### src/rtl/mvu_outwb.sv
// MVU output write-back: buffers quantizer words and writes them along a 3-D strided walk.
// Optional sticky error output when compiled with MVU_OUTWB_ERR_EN.
module mvu_outwb #(
  parameter int N       = 64,
  parameter int BDBANKA = 15,
  parameter int DEPTH   = 4
) (
  input  logic               clk,
  input  logic               rst_n,
  input  logic               start,
  input  logic [BDBANKA-1:0] obaseaddr,
  input  logic [BDBANKA-1:0] ostride_0,
  input  logic [BDBANKA-1:0] ostride_1,
  input  logic [BDBANKA-1:0] ostride_2,
  input  logic [14:0]        olength_0,
  input  logic [14:0]        olength_1,
  input  logic [14:0]        olength_2,
  input  logic               in_valid,
  input  logic [N-1:0]       in_word,
  output logic               in_ready,
  output logic               wrd_en,
  input  logic               wrd_grnt,
  output logic [BDBANKA-1:0] wrd_addr,
  output logic [N-1:0]       wrd_word,
  output logic               busy,
`ifdef MVU_OUTWB_ERR_EN
  output logic               err,
`endif
  output logic               done
);

  localparam int AW = $clog2(DEPTH);

  typedef enum logic [1:0] {IDLE, RUN, DONE} state_t;

  state_t state_q, state_d;

  logic [BDBANKA-1:0] s0_q, s1_q, s2_q;
  logic [14:0]        l0_q, l1_q, l2_q;
  logic [14:0]        c0_q, c1_q, c2_q;
  logic [14:0]        o0_q, o1_q, o2_q;
  logic               in_last_q;
  logic [BDBANKA-1:0] addr_q, row_q, plane_q;
  logic [N-1:0]       mem_q [DEPTH];
  logic [AW:0]        wr_ptr_q, rd_ptr_q;

  logic run, full, empty, push, pop;
  logic in_end, out_end, last_pop;

  assign run   = (state_q == RUN);
  assign empty = (wr_ptr_q == rd_ptr_q);
  assign full  = (wr_ptr_q[AW] != rd_ptr_q[AW]) &&
                 (wr_ptr_q[AW-1:0] == rd_ptr_q[AW-1:0]);

  assign in_end  = (c0_q == l0_q) && (c1_q == l1_q) &&
                   (c2_q == l2_q);
  assign out_end = (o0_q == l0_q) && (o1_q == l1_q) &&
                   (o2_q == l2_q);

  assign push     = in_valid && in_ready;
  assign pop      = wrd_en && wrd_grnt;
  assign last_pop = pop && out_end;

  assign wrd_addr = addr_q;
  assign wrd_word = mem_q[rd_ptr_q[AW-1:0]];

  // State register
  always_ff @(posedge clk or negedge rst_n) begin
    if (!rst_n) state_q <= IDLE;
    else        state_q <= state_d;
  end

  // Next state and handshake outputs
  always_comb begin
    state_d  = state_q;
    busy     = run;
    done     = (state_q == DONE);
    in_ready = run && !full && !in_last_q;
    wrd_en   = run && !empty;
    if (start) begin
      state_d = RUN;
    end else begin
      unique case (state_q)
        IDLE:    state_d = IDLE;
        RUN:     if (last_pop) state_d = DONE;
        DONE:    state_d = IDLE;
        default: state_d = IDLE;
      endcase
    end
  end

  // FIFO storage; cleared on reset so the head reads zero
  always_ff @(posedge clk or negedge rst_n) begin
    if (!rst_n) begin
      for (int i = 0; i < DEPTH; i++) mem_q[i] <= '0;
    end else if (push && !start) begin
      mem_q[wr_ptr_q[AW-1:0]] <= in_word;
    end
  end

  // Config latch, FIFO pointers and input-side word counter
  always_ff @(posedge clk or negedge rst_n) begin
    if (!rst_n) begin
      s0_q <= '0; s1_q <= '0; s2_q <= '0;
      l0_q <= '0; l1_q <= '0; l2_q <= '0;
      c0_q <= '0; c1_q <= '0; c2_q <= '0;
      in_last_q <= 1'b0;
      wr_ptr_q  <= '0;
      rd_ptr_q  <= '0;
    end else if (start) begin
      s0_q <= ostride_0; s1_q <= ostride_1;
      s2_q <= ostride_2;
      l0_q <= olength_0; l1_q <= olength_1;
      l2_q <= olength_2;
      c0_q <= '0; c1_q <= '0; c2_q <= '0;
      in_last_q <= 1'b0;
      wr_ptr_q  <= '0;
      rd_ptr_q  <= '0;
    end else begin
      if (push) begin
        wr_ptr_q <= wr_ptr_q + 1'b1;
        if (in_end) begin
          in_last_q <= 1'b1;
        end else if (c0_q != l0_q) begin
          c0_q <= c0_q + 15'd1;
        end else begin
          c0_q <= '0;
          if (c1_q != l1_q) begin
            c1_q <= c1_q + 15'd1;
          end else begin
            c1_q <= '0;
            c2_q <= c2_q + 15'd1;
          end
        end
      end
      if (pop) rd_ptr_q <= rd_ptr_q + 1'b1;
    end
  end

  // Output index counters and incremental address walk
  always_ff @(posedge clk or negedge rst_n) begin
    if (!rst_n) begin
      o0_q <= '0; o1_q <= '0; o2_q <= '0;
      addr_q  <= '0;
      row_q   <= '0;
      plane_q <= '0;
    end else if (start) begin
      o0_q <= '0; o1_q <= '0; o2_q <= '0;
      addr_q  <= obaseaddr;
      row_q   <= obaseaddr;
      plane_q <= obaseaddr;
    end else if (pop && !out_end) begin
      if (o0_q != l0_q) begin
        o0_q   <= o0_q + 15'd1;
        addr_q <= addr_q + s0_q;
      end else if (o1_q != l1_q) begin
        o0_q   <= '0;
        o1_q   <= o1_q + 15'd1;
        row_q  <= row_q + s1_q;
        addr_q <= row_q + s1_q;
      end else begin
        o0_q    <= '0;
        o1_q    <= '0;
        o2_q    <= o2_q + 15'd1;
        plane_q <= plane_q + s2_q;
        row_q   <= plane_q + s2_q;
        addr_q  <= plane_q + s2_q;
      end
    end
  end

`ifdef MVU_OUTWB_ERR_EN
  // Sticky protocol error; a restart over a running job flags itself
  always_ff @(posedge clk or negedge rst_n) begin
    if (!rst_n) begin
      err <= 1'b0;
    end else if (start) begin
      err <= run;
    end else if (in_valid &&
                 ((state_q == IDLE) || (run && in_last_q))) begin
      err <= 1'b1;
    end
  end
`endif

endmodule
### config.mk
export PLATFORM = sky130hd
export DESIGN_NAME = mvu_outwb
export DESIGN_NICKNAME = d
export VERILOG_FILES = /design/src/rtl/mvu_outwb.sv
export SDC_FILE = /design/constraint.sdc
export NUM_CORES = 1
export LEC_CHECK = 0
export BUFFER_PORTS_ARGS = -buffer_cell sky130_fd_sc_hd__buf_4
export CAP_MARGIN = 5
export CORE_MARGIN = 10
export CORE_UTILIZATION = 55
export DETAILED_ROUTE_END_ITERATION = 16
export PLACE_DENSITY_LB_ADDON = 0.05
export SLEW_MARGIN = 20
export SYNTH_ARGS = -nofsm -noshare
export SYNTH_HDL_FRONTEND = slang
export SYNTH_SLANG_ARGS = --single-unit
### constraint.sdc
create_clock -name clk -period 2.9 [get_ports clk]
set_clock_uncertainty 0.05 [all_clocks]
set_input_delay 0.29 -clock clk [delete_from_list [all_inputs] [get_ports clk]]
set_output_delay 0.29 -clock clk [all_outputs]
set_load 0.03 [all_outputs]
== Word level (Yosys, flattened, before mapping) ==
Index checks and enable logic that the tools add are counted.
Storage, ports and cells
  output and inout port bits: 83
  input port bits: 174
  register bits after elaboration: 490
Operators by class
  mux-type cells: 52
  order comparisons: 3
  bitwise gates (word level): 2
  equality and inequality tests: 21
  add/sub/neg operators: 11
  reduce and logical (&&, ||, !) cells: 29
Operators by type and width (number)
  15-bit 2-to-1 mux: 36
  256-bit bitwise mux: 1
  64-bit 2-to-1 mux: 3
  64-bit binary-select mux with 2-bit select: 1
  64-bit demux with 2-bit select: 1
  15-bit by 1-bit adder with 15-bit output, second input constant: 6
  15-bit == test: 6
  15-bit inequality test: 4
  15-bit adder: 3
  1-bit logical AND: 14
  3-bit 2-to-1 mux: 4
  2-bit inequality test, second input constant: 5
  2-bit nonzero test: 4
  3-bit by 1-bit adder with 3-bit output, second input constant: 2
  3-bit >= comparator, second input constant: 2
  2-bit 2-to-1 mux: 3
  2-bit NOT with 3-bit output: 2
  2-bit AND reduction: 3
  3-bit AND reduction: 2
  1-bit zero test: 5
  4-bit AND reduction: 1
  3-bit == test: 1
  3-bit by 1-bit less-than comparator with 1-bit output, second input constant: 1
  1-bit 2-to-1 mux: 3
  other kinds (5): 5

== Logic depth before layout (Yosys ltp) ==
  word-level depth: 8
  gate-level depth with buffers: 12
  depth with buffers taken out: 11

== Worst setup path before layout ==
No wires, ideal clock.
  kind: register -> register
  from: register rd_ptr_q[2]
  to: register mem_q[100] (netlist name)
  arrival time: 2561 ps
  data required time: 2725 ps
  setup slack: 164 ps
  library setup time: 125 ps
  stages on the path, launching flop included: 9
  cell sequence: dfrtp_1 -> xor2_1 -> a311oi_2 -> nand2_2 -> nor2_1 -> and2_1 -> buf_2 -> buf_2 -> mux2_2
On the way
  longest elaborated chain between the ends: 7
RTL lines
  from (decl): line 45  | logic [AW:0] wr_ptr_q, rd_ptr_q;
  from (signal assigned): line 136  | if (pop) rd_ptr_q <= rd_ptr_q + 1'b1;
  1-bit inequality test: line 52  | assign full = (wr_ptr_q[AW] != rd_ptr_q[AW]) &&
  1-bit logical AND: line 52
  1-bit zero test: line 78  | in_ready = run && !full && !in_last_q;
  1-bit logical AND (2 in series): line 78
  net in_ready: line 20  | output logic in_ready,
  1-bit logical AND: line 60  | assign push = in_valid && in_ready;
  1-bit logical AND: line 96  | end else if (push && !start) begin
  to (signal, indexed assignment): line 97  | mem_q[wr_ptr_q[AW-1:0]] <= in_word;
  to (decl): line 44  | logic [N-1:0] mem_q [DEPTH];
The timed path passes the listed nets, and every way through them passes these cells.
A chain may end at the register's enable or synchronous reset.

== Worst setup path in the final report ==
  from: register s1_q[0]
  to: register addr_q[14], in the netlist wrd_addr[14]
On the way
  longest elaborated chain between the ends: 5
RTL lines
  from (decl): line 38  | logic [BDBANKA-1:0] s0_q, s1_q, s2_q;
  from (signal assigned): line 111  | s0_q <= ostride_0; s1_q <= ostride_1;
  15-bit adder: line 160  | addr_q <= row_q + s1_q;
  15-bit 2-to-1 mux: line 156  | end else if (o1_q != l1_q) begin
  15-bit 2-to-1 mux: line 153  | if (o0_q != l0_q) begin
  15-bit 2-to-1 mux: line 152  | end else if (pop && !out_end) begin
  15-bit 2-to-1 mux: line 147  | end else if (start) begin
  to (signal assigned): line 149  | addr_q <= obaseaddr;
  to (signal assigned): line 155  | addr_q <= addr_q + s0_q;
  to (signal assigned): line 160
  to (decl): line 43  | logic [BDBANKA-1:0] addr_q, row_q, plane_q;
Every way passes these cells. The select of a mux whose other input is x is not followed.

==> reports/qor.txt <==
largest net degree at the start of global routing: 96
worst setup path category: flip-flop to flip-flop
sequential area share after synthesis: 0.499
final setup fails: 1
synth-to-layout area growth: 26.1%
worst slew margin relative to its limit: 0.470
most common flop cell mapped by yosys: dfrtp_1
flop and latch count out of synthesis: 490
failing checks: setup timing
depth of the CTS H-tree: 2
synth unique cells: 72
Mapped Area: 24500 um^2
Total Wirelength: 64.1 mm
per-cell routed wire length: 21.0 um
Max Buffers Root-to-Sink: 3
pwr dens: 784 nW/um^2
Crit path buffers/inverters: 2
worst setup margin: -0.0407 ns
CP startpoint kind: flip-flop
max_cap viols: 0
Design Area, Final: 30900 um^2
Worst IR Drop VDD: 787 uV
Max Slew Vio Count: 0
TritonRoute pass-1 iters: 7
Final min period: 2.94 ns
Worst Max-Slew Pin Slew: 0.795 ns
Die Y: 231 um
antenna violations before repair: 0
CP endpoint kind: flip-flop
run status: complete, but fails checks
syn nets: 2225
Async SR Flop Fraction: 1.00
routed vias/inst: 5.72
synthesized area per cell: 12.3 um^2
Seq. cell area: 12300 um^2
RePlAce Congestion: 0.913
Die X: 231 um
Reg clk slew, reported paths: 0.06 ns
port bufs: 256
grt total ovfl: 0
Post-Synth Simple-Gate Area: 0.0929
Critical Path Fanout Max: 3
core area: 44200 um^2
vias in the first global route: 18624
Synth Area in XOR/XNOR: 0.0710
layout cells sized above 1: 0.342
via count: 17489
Ant. Diodes: 0
CP required: 3.32 ns
cells after synthesis: 1995
total negative slack: -0.0407 ns
clk sinks: 490
FMAX: 0.340 GHz
Worst path max stage delay: 0.38 ns
EDFF count, synth: 0
Worst path slowest cell: dfrtp_1
Core Rows: 77
critical path, cell by cell: ha_1, inv_1, fa_1, nor2b_1, o31a_1, o41ai_2, a2111oi_0, a311oi_1, buf_4, xnor2_1, nor3_1, o32a_1
largest family of logic cells by synthesized area: multiplexers
area taken by multi-input logic gates: 11800 um^2
Synth Area in Compound Gates: 0.0613
Pleak: 13.4 nW
CTS Buf Count: 52
placed cell area: 27400 um^2
Yosys warnings: 0
crit-path leading delay family: compound AO/OA/AOI/OAI gates
mux contribution to synthesized area: 0.224
clock root cell: clkbuf_16
endpoints failing hold: 0
area share of fa/ha/maj cells after synthesis: 0.0295
fin util: 0.700
Hold Path Class: input pin to flip-flop
gr usage total: 0.240
RSZ-0062 raised after global routing: yes
Cells after DPL: 2794
num ports: 257
fill count: 3184
period utilization: 1.01
first-pass GRT wire length: 103 mm
Nets: 2655
# DRC: 0
CTS tree: built
total die area: 53500 um^2
antenna viol nets, final: 0
DP HPWL: 42.9 mm
initial cell density of the core: 0.555
Worst EP arrival: 3.37 ns
insertion delay of the later-clocked pin in the worst-skew pair: 0.59 ns
initial DRC count: 1094
post-route non-filler standard cell count: 3058
## per-layer routing
layer,vias up,GRT usage,share of wire
li1,8075,-,-
met1,8907,0.315,0.43
met2,402,0.404,0.50
met3,105,0.0352,0.042
met4,0,0.0798,0.028
met5,-,0,0
## Yosys cell counts (all sizes together) (7+ instances only)
cell type    n  area share
a31oi       11      0.0028
inv         25      0.0038
nor4        17      0.0051
clkbuf      38      0.0058
nand4       50       0.013
o31a         7      0.0025
or3         11      0.0028
nor3        26      0.0058
o2111ai      7      0.0025
xor2        99       0.035
o211ai      14      0.0043
nand2b      14      0.0036
a21o        11      0.0034
dfrtp      490        0.50
mux2       348        0.16
and2        17      0.0043
o21ai       59       0.012
and4         8      0.0029
nand3       46      0.0094
nand2       77       0.012
nor2b        9      0.0023
and3        19      0.0048
a21oi       65       0.013
mux2i       14      0.0057
ha          53       0.027
nor2       158       0.024
buf         66       0.012
xnor2      100       0.036
o21a        13      0.0040
mux4        64       0.059
## stage by stage
step	setup WS (ns)	power, mW	hold slack [ns]
CTS	0.0111	24.4	0.00714
detailed placement	-0.120	17.1	0.304
finish	-0.0407	24.3	0.0448
floorplan	0.164	14.5	-0.0556
global placement	-0.0528	16.9	0.301
global route	-0.118	25.5	0.0761
## layout by cell type (no fill, tap or decap), types with 23 or more instances in the layout
master	netlist	layout
buf_4	1	296
dfrtp_1	490	488
nor3_1	25	23
nand3_1	46	46
o21ai_0	58	57
nand4_1	50	50
inv_1	25	25
nor2_1	158	158
xor2_1	99	99
mux2_2	348	348
clkbuf_16	0	52
mux4_2	64	64
ha_1	53	52
dlygate4sd3_1	0	167
xnor2_1	100	100
a21oi_1	64	63
nand2_1	76	75
## kinds of logic after synthesis
kind of cell | Yosys count
compound gates | 233
mux | 426
simple gates | 462
xor+xnor | 199
buf+inv | 129
flops | 490
fa+ha+maj | 56
## cell type report
cell class              count  share of cell area
inverters                  25             0.00303
repair buffers            480               0.136
multi-input cells        1376               0.382
well taps                 592              0.0239
flip-flops and latches    490               0.396
clock inverters            22              0.0108
clock buffers              73              0.0478
## where the power goes
| group | switching (mW) | internal (mW) |
|---|---|---|
| combinational | 4.09 | 3.89 |
| sequential | 0.933 | 8.32 |
| clock | 2.77 | 4.27 |
| total | 7.79 | 16.5 |
## worst reg2reg max path, stage by stage (launching register included)
cell and delay [ns]:
dfrtp_1 0.38, ha_1 0.24, inv_1 0.08, fa_1 0.20, nor2b_1 0.06, o31a_1 0.28, o41ai_2 0.37, a2111oi_0 0.21
a311oi_1 0.32, buf_4 0.19, xnor2_1 0.11, nor3_1 0.07, o32a_1 0.28
## final timing paths
kind	end	slack, ns	cells after the start	from
worst max-delay path	wrd_addr[14]	-0.04	12	s1_q[0]
worst min-delay path	plane_q[11]	0.04	4	obaseaddr[11]
worst max register to register	wrd_addr[14]	-0.04	12	s1_q[0]
worst min register to register	row_q[4]	0.43	1	row_q[4]
max in group asynchronous	c2_q[12]	1.63	3	rst_n
min in group asynchronous	mem_q[221]	0.27	2	rst_n
## timing repair
action                                  4_1_cts  5_1_grt
endpoints found under the setup margin       12       39
setup buffers                                 0        2
gates resized for setup                       3       12
endpoints found under the hold margin       429        0
hold buffers                                167        0
pin swaps                                     0       10
## state kept, by name, summed over array words and instances (netlist names), 15 cells and up
register and flops:
mem_q 256, c0_q 15, c1_q 15, c2_q 15, l0_q 15, l1_q 15
l2_q 15, o0_q 15, o1_q 15, o2_q 15, plane_q 15, row_q 15
s0_q 15, s1_q 15, s2_q 15, wrd_addr 15
(Power assumes the default switching activity.)
